===== config.mk =====
export PLATFORM = sky130hd
export DESIGN_NAME = ntt_ctrl_flat
export DESIGN_NICKNAME = d
export VERILOG_FILES = /design/src/rtl/ntt_ctrl_if.sv /design/src/rtl/ntt_ctrl.sv /design/src/flat_wrapper.sv
export SDC_FILE = /design/constraint.sdc
export NUM_CORES = 1
export LEC_CHECK = 0
export CAP_MARGIN = 20
export CELL_PAD_IN_SITES_DETAIL_PLACEMENT = 0
export CELL_PAD_IN_SITES_GLOBAL_PLACEMENT = 2
export CORE_ASPECT_RATIO = 1.1
export CORE_MARGIN = 2
export CORE_UTILIZATION = 37
export DETAILED_ROUTE_END_ITERATION = 10
export PLACE_DENSITY = 0.87
export SLEW_MARGIN = 10
export SYNTH_ARGS = -nofsm -noshare
export SYNTH_HDL_FRONTEND = slang
export SYNTH_SLANG_ARGS = --single-unit

===== constraint.sdc =====
create_clock -name clk_i -period 5.85 [get_ports clk_i]
set_clock_uncertainty 0.2 [all_clocks]
set_input_delay 1.755 -clock clk_i [delete_from_list [all_inputs] [get_ports clk_i]]
set_output_delay 1.755 -clock clk_i [all_outputs]
set_load 0.02 [all_outputs]

===== src/rtl/ntt_ctrl_if.sv =====
// Issue/write-back signal bundle between the NTT sequencer and its host datapath.
// The slave side is the controller; the master side supplies start/direction/stall.
interface ntt_ctrl_if;
    logic       start_i;
    logic       intt_i;
    logic       stall_i;
    logic       busy_o;
    logic       done_o;
    logic       rd_en_o;
    logic [3:0] rd_iter_o;
    logic [2:0] layer_o;
    logic [7:0] len_o;
    logic [6:0] zeta_addr_o;
    logic       wr_en_o;
    logic [3:0] wr_iter_o;
    logic [2:0] wr_layer_o;

    modport master (
        output start_i, intt_i, stall_i,
        input  busy_o, done_o, rd_en_o, rd_iter_o, layer_o, len_o, zeta_addr_o,
               wr_en_o, wr_iter_o, wr_layer_o
    );

    modport slave (
        input  start_i, intt_i, stall_i,
        output busy_o, done_o, rd_en_o, rd_iter_o, layer_o, len_o, zeta_addr_o,
               wr_en_o, wr_iter_o, wr_layer_o
    );
endinterface


===== src/rtl/ntt_ctrl.sv =====
// Seven-layer NTT/INTT sequencer: issues 16 butterfly reads per layer, waits out the
// butterfly latency between layers and mirrors each read onto a delayed write-back.
module ntt_ctrl #(
    parameter int BU_LAT = 4
) (
    input  logic       clk_i,
    input  logic       rst_i,
    ntt_ctrl_if.slave  bus
);
    typedef enum logic [1:0] {IDLE, ISSUE, DRAIN, DONE} state_t;

    localparam logic [3:0] DRAIN_LAST = 4'(BU_LAT - 1);
    localparam int         PIPE_LAST  = BU_LAT - 1;

    state_t     state_q, state_d;
    logic       intt_q;
    logic [2:0] k_q;
    logic [3:0] iter_q;
    logic [3:0] drain_q;
    logic [2:0] layer_q;
    logic [7:0] len_q;
    logic       rd_en;
    logic       start_acc;
    logic       enter_drain;
    logic       next_layer;
    logic [7:0] pipe_q [BU_LAT];

    function automatic logic [2:0] phys_layer(input logic inv, input logic [2:0] k);
        return inv ? 3'd6 - k : k;
    endfunction

    function automatic logic [7:0] layer_len(input logic [2:0] layer);
        return 8'd128 >> layer;
    endfunction

    always_comb begin
        state_d     = state_q;
        rd_en       = 1'b0;
        start_acc   = 1'b0;
        enter_drain = 1'b0;
        next_layer  = 1'b0;
        case (state_q)
            IDLE: begin
                if (bus.start_i) begin
                    start_acc = 1'b1;
                    state_d   = ISSUE;
                end
            end
            ISSUE: begin
                if (!bus.stall_i) begin
                    rd_en = 1'b1;
                    if (iter_q == 4'd15) begin
                        enter_drain = 1'b1;
                        state_d     = DRAIN;
                    end
                end
            end
            DRAIN: begin
                if (drain_q == DRAIN_LAST) begin
                    if (k_q == 3'd6) begin
                        state_d = DONE;
                    end else begin
                        next_layer = 1'b1;
                        state_d    = ISSUE;
                    end
                end
            end
            DONE:    state_d = IDLE;
            default: state_d = IDLE;
        endcase
    end

    // iter stays at 15 through DRAIN so the read-side address outputs keep their last value
    always_ff @(posedge clk_i or posedge rst_i) begin
        if (rst_i) begin
            state_q <= IDLE;
            intt_q  <= 1'b0;
            k_q     <= '0;
            iter_q  <= '0;
            drain_q <= '0;
            layer_q <= '0;
            len_q   <= '0;
        end else begin
            state_q <= state_d;
            if (start_acc) begin
                intt_q  <= bus.intt_i;
                k_q     <= '0;
                iter_q  <= '0;
                layer_q <= phys_layer(bus.intt_i, 3'd0);
                len_q   <= layer_len(phys_layer(bus.intt_i, 3'd0));
            end else if (next_layer) begin
                k_q     <= k_q + 3'd1;
                iter_q  <= '0;
                layer_q <= phys_layer(intt_q, k_q + 3'd1);
                len_q   <= layer_len(phys_layer(intt_q, k_q + 3'd1));
            end else if (rd_en && !enter_drain) begin
                iter_q <= iter_q + 4'd1;
            end
            if (enter_drain) begin
                drain_q <= '0;
            end else if (state_q == DRAIN) begin
                drain_q <= drain_q + 4'd1;
            end
        end
    end

    // Write-back pipe: {valid, iter, layer} delayed by the butterfly latency, never stalled
    always_ff @(posedge clk_i or posedge rst_i) begin
        if (rst_i) begin
            for (int i = 0; i < BU_LAT; i++) pipe_q[i] <= '0;
        end else begin
            pipe_q[0] <= {rd_en, iter_q, layer_q};
            for (int i = 1; i < BU_LAT; i++) pipe_q[i] <= pipe_q[i-1];
        end
    end

    assign bus.busy_o      = (state_q != IDLE);
    assign bus.done_o      = (state_q == DONE);
    assign bus.rd_en_o     = rd_en;
    assign bus.rd_iter_o   = iter_q;
    assign bus.layer_o     = layer_q;
    assign bus.len_o       = len_q;
    assign bus.zeta_addr_o = {layer_q, iter_q};
    assign bus.wr_en_o     = pipe_q[PIPE_LAST][7];
    assign bus.wr_iter_o   = pipe_q[PIPE_LAST][6:3];
    assign bus.wr_layer_o  = pipe_q[PIPE_LAST][2:0];
endmodule


===== src/flat_wrapper.sv =====
// flat-port wrapper written by rule: the top's interface ports become plain ports
module ntt_ctrl_flat 
#(
    parameter int BU_LAT = 4
)
  (clk_i, rst_i, bus_start_i, bus_intt_i, bus_stall_i, bus_busy_o, bus_done_o, bus_rd_en_o, bus_rd_iter_o, bus_layer_o, bus_len_o, bus_zeta_addr_o, bus_wr_en_o, bus_wr_iter_o, bus_wr_layer_o);
  ntt_ctrl_if bus_i ();
  input  logic clk_i;
  input  logic rst_i;
  input wire logic [$bits(bus_i.start_i)-1:0] bus_start_i;
  input wire logic [$bits(bus_i.intt_i)-1:0] bus_intt_i;
  input wire logic [$bits(bus_i.stall_i)-1:0] bus_stall_i;
  output wire logic [$bits(bus_i.busy_o)-1:0] bus_busy_o;
  output wire logic [$bits(bus_i.done_o)-1:0] bus_done_o;
  output wire logic [$bits(bus_i.rd_en_o)-1:0] bus_rd_en_o;
  output wire logic [$bits(bus_i.rd_iter_o)-1:0] bus_rd_iter_o;
  output wire logic [$bits(bus_i.layer_o)-1:0] bus_layer_o;
  output wire logic [$bits(bus_i.len_o)-1:0] bus_len_o;
  output wire logic [$bits(bus_i.zeta_addr_o)-1:0] bus_zeta_addr_o;
  output wire logic [$bits(bus_i.wr_en_o)-1:0] bus_wr_en_o;
  output wire logic [$bits(bus_i.wr_iter_o)-1:0] bus_wr_iter_o;
  output wire logic [$bits(bus_i.wr_layer_o)-1:0] bus_wr_layer_o;
  assign bus_i.start_i = bus_start_i;
  assign bus_i.intt_i = bus_intt_i;
  assign bus_i.stall_i = bus_stall_i;
  assign bus_busy_o = bus_i.busy_o;
  assign bus_done_o = bus_i.done_o;
  assign bus_rd_en_o = bus_i.rd_en_o;
  assign bus_rd_iter_o = bus_i.rd_iter_o;
  assign bus_layer_o = bus_i.layer_o;
  assign bus_len_o = bus_i.len_o;
  assign bus_zeta_addr_o = bus_i.zeta_addr_o;
  assign bus_wr_en_o = bus_i.wr_en_o;
  assign bus_wr_iter_o = bus_i.wr_iter_o;
  assign bus_wr_layer_o = bus_i.wr_layer_o;
  ntt_ctrl #(.BU_LAT(BU_LAT)) u_core (.clk_i(clk_i), .rst_i(rst_i), .bus(bus_i));
endmodule

# ---- Word level (Yosys, flattened, before mapping)
# Index checks and enable logic that the tools add are counted.
dict set report totals {
  reg_bits 57
  inputBits 5
  output_inout_bits 33
  word_cells 64
}
dict set report classes {
  add_sub_neg 4
  n_eq_ne 10
  shifts 2
  n_mux 29
  n_reduce_logical 8
}
# op n
set op_table {}
lappend op_table {{$mux 4} 5}
lappend op_table {{$mux 3} 6}
lappend op_table {{$mux 8} 2}
lappend op_table {{$shr 8x3->8 const A} 2}
lappend op_table {{$mux 1} 10}
lappend op_table {{$mux 2} 5}
lappend op_table {{$add 4x1->4 const B} 2}
lappend op_table {{$pmux 2 s4} 1}
lappend op_table {{$reduce_bool 2->1} 3}
lappend op_table {{$eq 2x2->1 const B} 2}
lappend op_table {{$eq 4x2->1 const B} 1}
lappend op_table {{$eq 4x4->1 const B} 1}
lappend op_table {{$ne 2x1->1 const B} 2}
lappend op_table {{$ne 2x2->1 const B} 2}
lappend op_table {{$reduce_and 4->1} 1}
lappend op_table {{$add 3x1->3 const B} 1}
lappend op_table {{$eq 3x3->1 const B} 1}
lappend op_table {{$reduce_bool 3->1} 1}
lappend op_table {{$sub 3x3->3 const A} 1}
lappend op_table {{$eq 2x1->1 const B} 1}
lappend op_table {{$logic_not 2->1} 1}
lappend op_table {{$logic_and 1x1->1} 1}
lappend op_table {{$logic_not 1->1} 1}

# ---- Logic depth before layout (Yosys ltp)
dict set report depth {
  depth_word 9
  ltp_mapped 9
  ltp_nobuf 6
}

# ---- Worst setup path before layout
# No wires, ideal clock.
dict set report synth_timing {
  kind {input-to-output}
  from {input bus_stall_i}
  to {output bus_rd_en_o}
  arrival_time_ns 2.222
  required_time_ns 3.895
  setup_slack_ns 1.673
  path_stages 1
  n_path_buf 0
  cell_sequence {nor3b_2}
}
dict set report synth_via {
  elab_chain_len 2
}
# element line
set synth_lines {}
lappend synth_lines {{start: declaration} flat_wrapper.sv:12} ;# input wire logic [$bits(bus_i.stall_i)-1:0] bus_stall_i;
lappend synth_lines {{$mux 1} ntt_ctrl.sv:50} ;# if (!bus.stall_i) begin
lappend synth_lines {{$mux 1} ntt_ctrl.sv:42} ;# case (state_q)
lappend synth_lines {{end: declaration} flat_wrapper.sv:15} ;# output wire logic [$bits(bus_i.rd_en_o)-1:0] bus_rd_en_o;
# No other way between the ends.

# ---- Final worst setup path
# Ends and elaborated chain as after synthesis.

==> results.txt <==
Critical Path Start Type = primary input
initial antenna violation count = 0
CP Capture Type = primary output
NetSw = 498 uW
count of different cell masters after synthesis = 29
Initial Utilization = 0.382
main combinational cell family by area after synthesis = simple AND/OR/NAND/NOR gates
worst slack, placed = 593 ps
Max IR drop VDD = 0.000194 V
synthesized instance count = 177
Num CTS Buffers = 9
Critical Path AT = 3290 ps
non-filler cells in the finished layout = 288
Reg clk slew, reported paths = 60 ps
Worst path top cell family by delay = buffers and inverters
most frequent cells in the layout = dfrtp_1, clkdlybuf4s50_1, nand2_1
Least-Margin Pin Slew = 1030 ps
Post-Synth XOR/XNOR Area = 0.0440
PnR worst setup slack = 605 ps
Crit Path Max Fanout = 7
register area share after synthesis = 0.652
Inst Count DP = 272
proportion of layout cells with a drive suffix above 1 = 0.114
Hold Buf Count CTS = 0
fin area = 2680 sq um
Hold WS = 148 ps
initial drt markers = 70
switching portion of total power = 0.349
Avg Cell Area, Syn = 12.4 sq um
Synthesis Warnings = 0
WL final = 3430 microns
Core Region = 5730 sq um
most common cell after layout, fill and taps aside = dfrtp_1
slowest cell on the critical path = clkdlybuf4s50_1
Detail Route Antenna Nets = 0
adder-cell share of the synthesized area = 0.0229
DIE WIDTH = 77.3 microns
CP Class = in2out
Mapped Area = 2190 sq um
utilization after layout = 0.468
multiplexer share of the synthesized area = 0.00915
fin. max-slew vios = 0
Boundary Pins = 38
Max clock buf depth = 2
routability-driven placement congestion ratio = 0.693
I/O Buffers = 37
unrepaired setup endpoints after global routing = false
global-route wire length before repair = 5900 microns
Crit path buffers/inverters = 2
wire length per cell = 11.9 microns
CTS Root Cell = clkbuf_8
Total Routing Usage GR = 0.120
Row Count = 29
area grow syn2layout = 22.6%
Placed Area = 2500 sq um
Clk pwr share = 0.225
Final Power = 1.43 mW
Final min period = 5240 ps
CP Cell Sequence = clkdlybuf4s50_1 -> nor3b_2 -> clkdlybuf4s50_1
Max-slew headroom = 0.314
number of synthesized register bits = 57
Lkg Pwr = 1.16 nW
largest net degree at the start of global routing = 58
fin crit share = 0.897
worst skew pair latency = 330 ps
Gate power share = 0.329
final count of negative-setup-slack endpoints = 0
Residual DRC = 0
die area = 6550 sq um
Max Cap Violations = 0
final hold vios = 0
post-synthesis simple-gate area fraction = 0.145
post_cts resized = 0
postcts setup bufs = 0
P_int = 930 uW
Post-layout nets = 215
outcome = finished, final reports clean
Flop pwr share = 0.446
max incr delay on CP = 690 ps
worst path required time = 3890 ps
Final HPWL DP = 2260 microns
Compound-Gate Fraction of Synth Area = 0.0520
Top cell by count, worst path = clkdlybuf4s50_1
fmax = 191 MHz
PD cells = 532 nW/um^2
Die Y = 84.7 microns
number of global-route vias before repair = 1312
worst hold-check path type = reg2reg
grt total ovfl = 0
setup total negative slack = 0 ps
# diodes = 0
Sink Count = 57
syn nets = 186
fill count = 583
CTS tree = built
drt pass-1 iters = 4
Vias = 1295
Via density = 4.50
H-tree depth = 3
==> worst paths after layout <==
kind	from	end	slack (ps)	cells after the start
max	bus_stall_i	bus_rd_en_o	610	3
min	u_core.pipe_q[17]	u_core.pipe_q[9]	150	0
max reg2reg	u_core.k_q[0]	u_core.bus.len_o[7]	3750	6
min reg2reg	u_core.pipe_q[17]	u_core.pipe_q[9]	150	0
max in group asynchronous	rst_i	u_core.intt_q	3260	3
min in group asynchronous	rst_i	u_core.bus.wr_iter_o[3]	1740	3
==> worst reg2reg max path: stages (launching register included) <==
cell,delay [ps]
dfrtp_1,490
inv_1,150
ha_1,240
nand2_1,120
nand3_1,380
a21oi_1,310
a22oi_2,70
==> state kept, by name, indices dropped and copies added (netlist names) <==
| register | flops |
|---|---|
| u_core.state_q | 2 |
| u_core.bus.wr_layer_o | 3 |
| u_core.bus.wr_iter_o | 4 |
| u_core.bus.wr_en_o | 1 |
| u_core.bus.len_o | 8 |
| u_core.bus.layer_o | 3 |
| u_core.pipe_q | 24 |
| u_core.drain_q | 4 |
| u_core.intt_q | 1 |
| u_core.bus.rd_iter_o | 4 |
| u_core.k_q | 3 |
==> cell usage after synthesis <==
master / instances / share of area
nand3_1: 7 / 0.016
a21o_1: 1 / 0.0034
buf_6: 2 / 0.010
a211oi_1: 2 / 0.0069
or2_2: 2 / 0.0057
a21oi_1: 13 / 0.030
a22oi_2: 1 / 0.0057
inv_1: 2 / 0.0034
nand4_1: 8 / 0.023
and3_1: 2 / 0.0057
nor3b_2: 2 / 0.011
ha_1: 4 / 0.023
nand2b_1: 1 / 0.0029
nor2b_1: 5 / 0.014
nor2_1: 13 / 0.022
buf_8: 1 / 0.0069
nand2_1: 18 / 0.031
a31oi_1: 1 / 0.0029
and2_1: 1 / 0.0029
and2b_1: 1 / 0.0034
buf_2: 3 / 0.0069
mux2i_1: 2 / 0.0091
xnor2_1: 4 / 0.016
nor3_1: 1 / 0.0023
dfrtp_1: 57 / 0.65
buf_4: 14 / 0.048
o21bai_1: 1 / 0.0034
xor2_1: 7 / 0.028
nor2b_2: 1 / 0.0040
==> kinds of logic (layout without fill, tap and decap cells) <==
group,after synthesis,after routing
XOR/XNOR,11,11
AND/OR/NAND/NOR,62,62
buffers and inverters,22,56
multiplexers,2,2
flip-flops,57,57
AO/OA/AOI/OAI,19,19
adder cells (fa/ha/maj),4,4
==> cell type report <==
type,instances,area [sq um],area share
multi-input combinational,98,597,0.222
inverter,2,7.51,0.00280
clock buffer,9,124,0.0462
tap,77,96.3,0.0359
timing repair buffer,38,378,0.141
clock inverter,7,55.1,0.0205
sequential,57,1430,0.531
==> power groups by stage <==
stage | logic [mW] | registers, mW | clock network [mW]
global route | 0.512 | 0.659 | 0.354
detailed placement | 0.475 | 0.647 | 0
CTS | 0.476 | 0.641 | 0.333
floorplan | 0.288 | 0.672 | 0
finish | 0.470 | 0.637 | 0.320
global placement | 0.471 | 0.641 | 0
==> layer usage <==
metal | part of all wire | vias to the layer above | global-route usage
met4 | 0.0087 | 0 | 0.0536
met1 | 0.45 | 627 | 0.137
li1 | - | 634 | -
met5 | 0 | - | 0
met3 | 0.060 | 2 | 0.0602
met2 | 0.48 | 32 | 0.191
(Power assumes the default switching activity.)
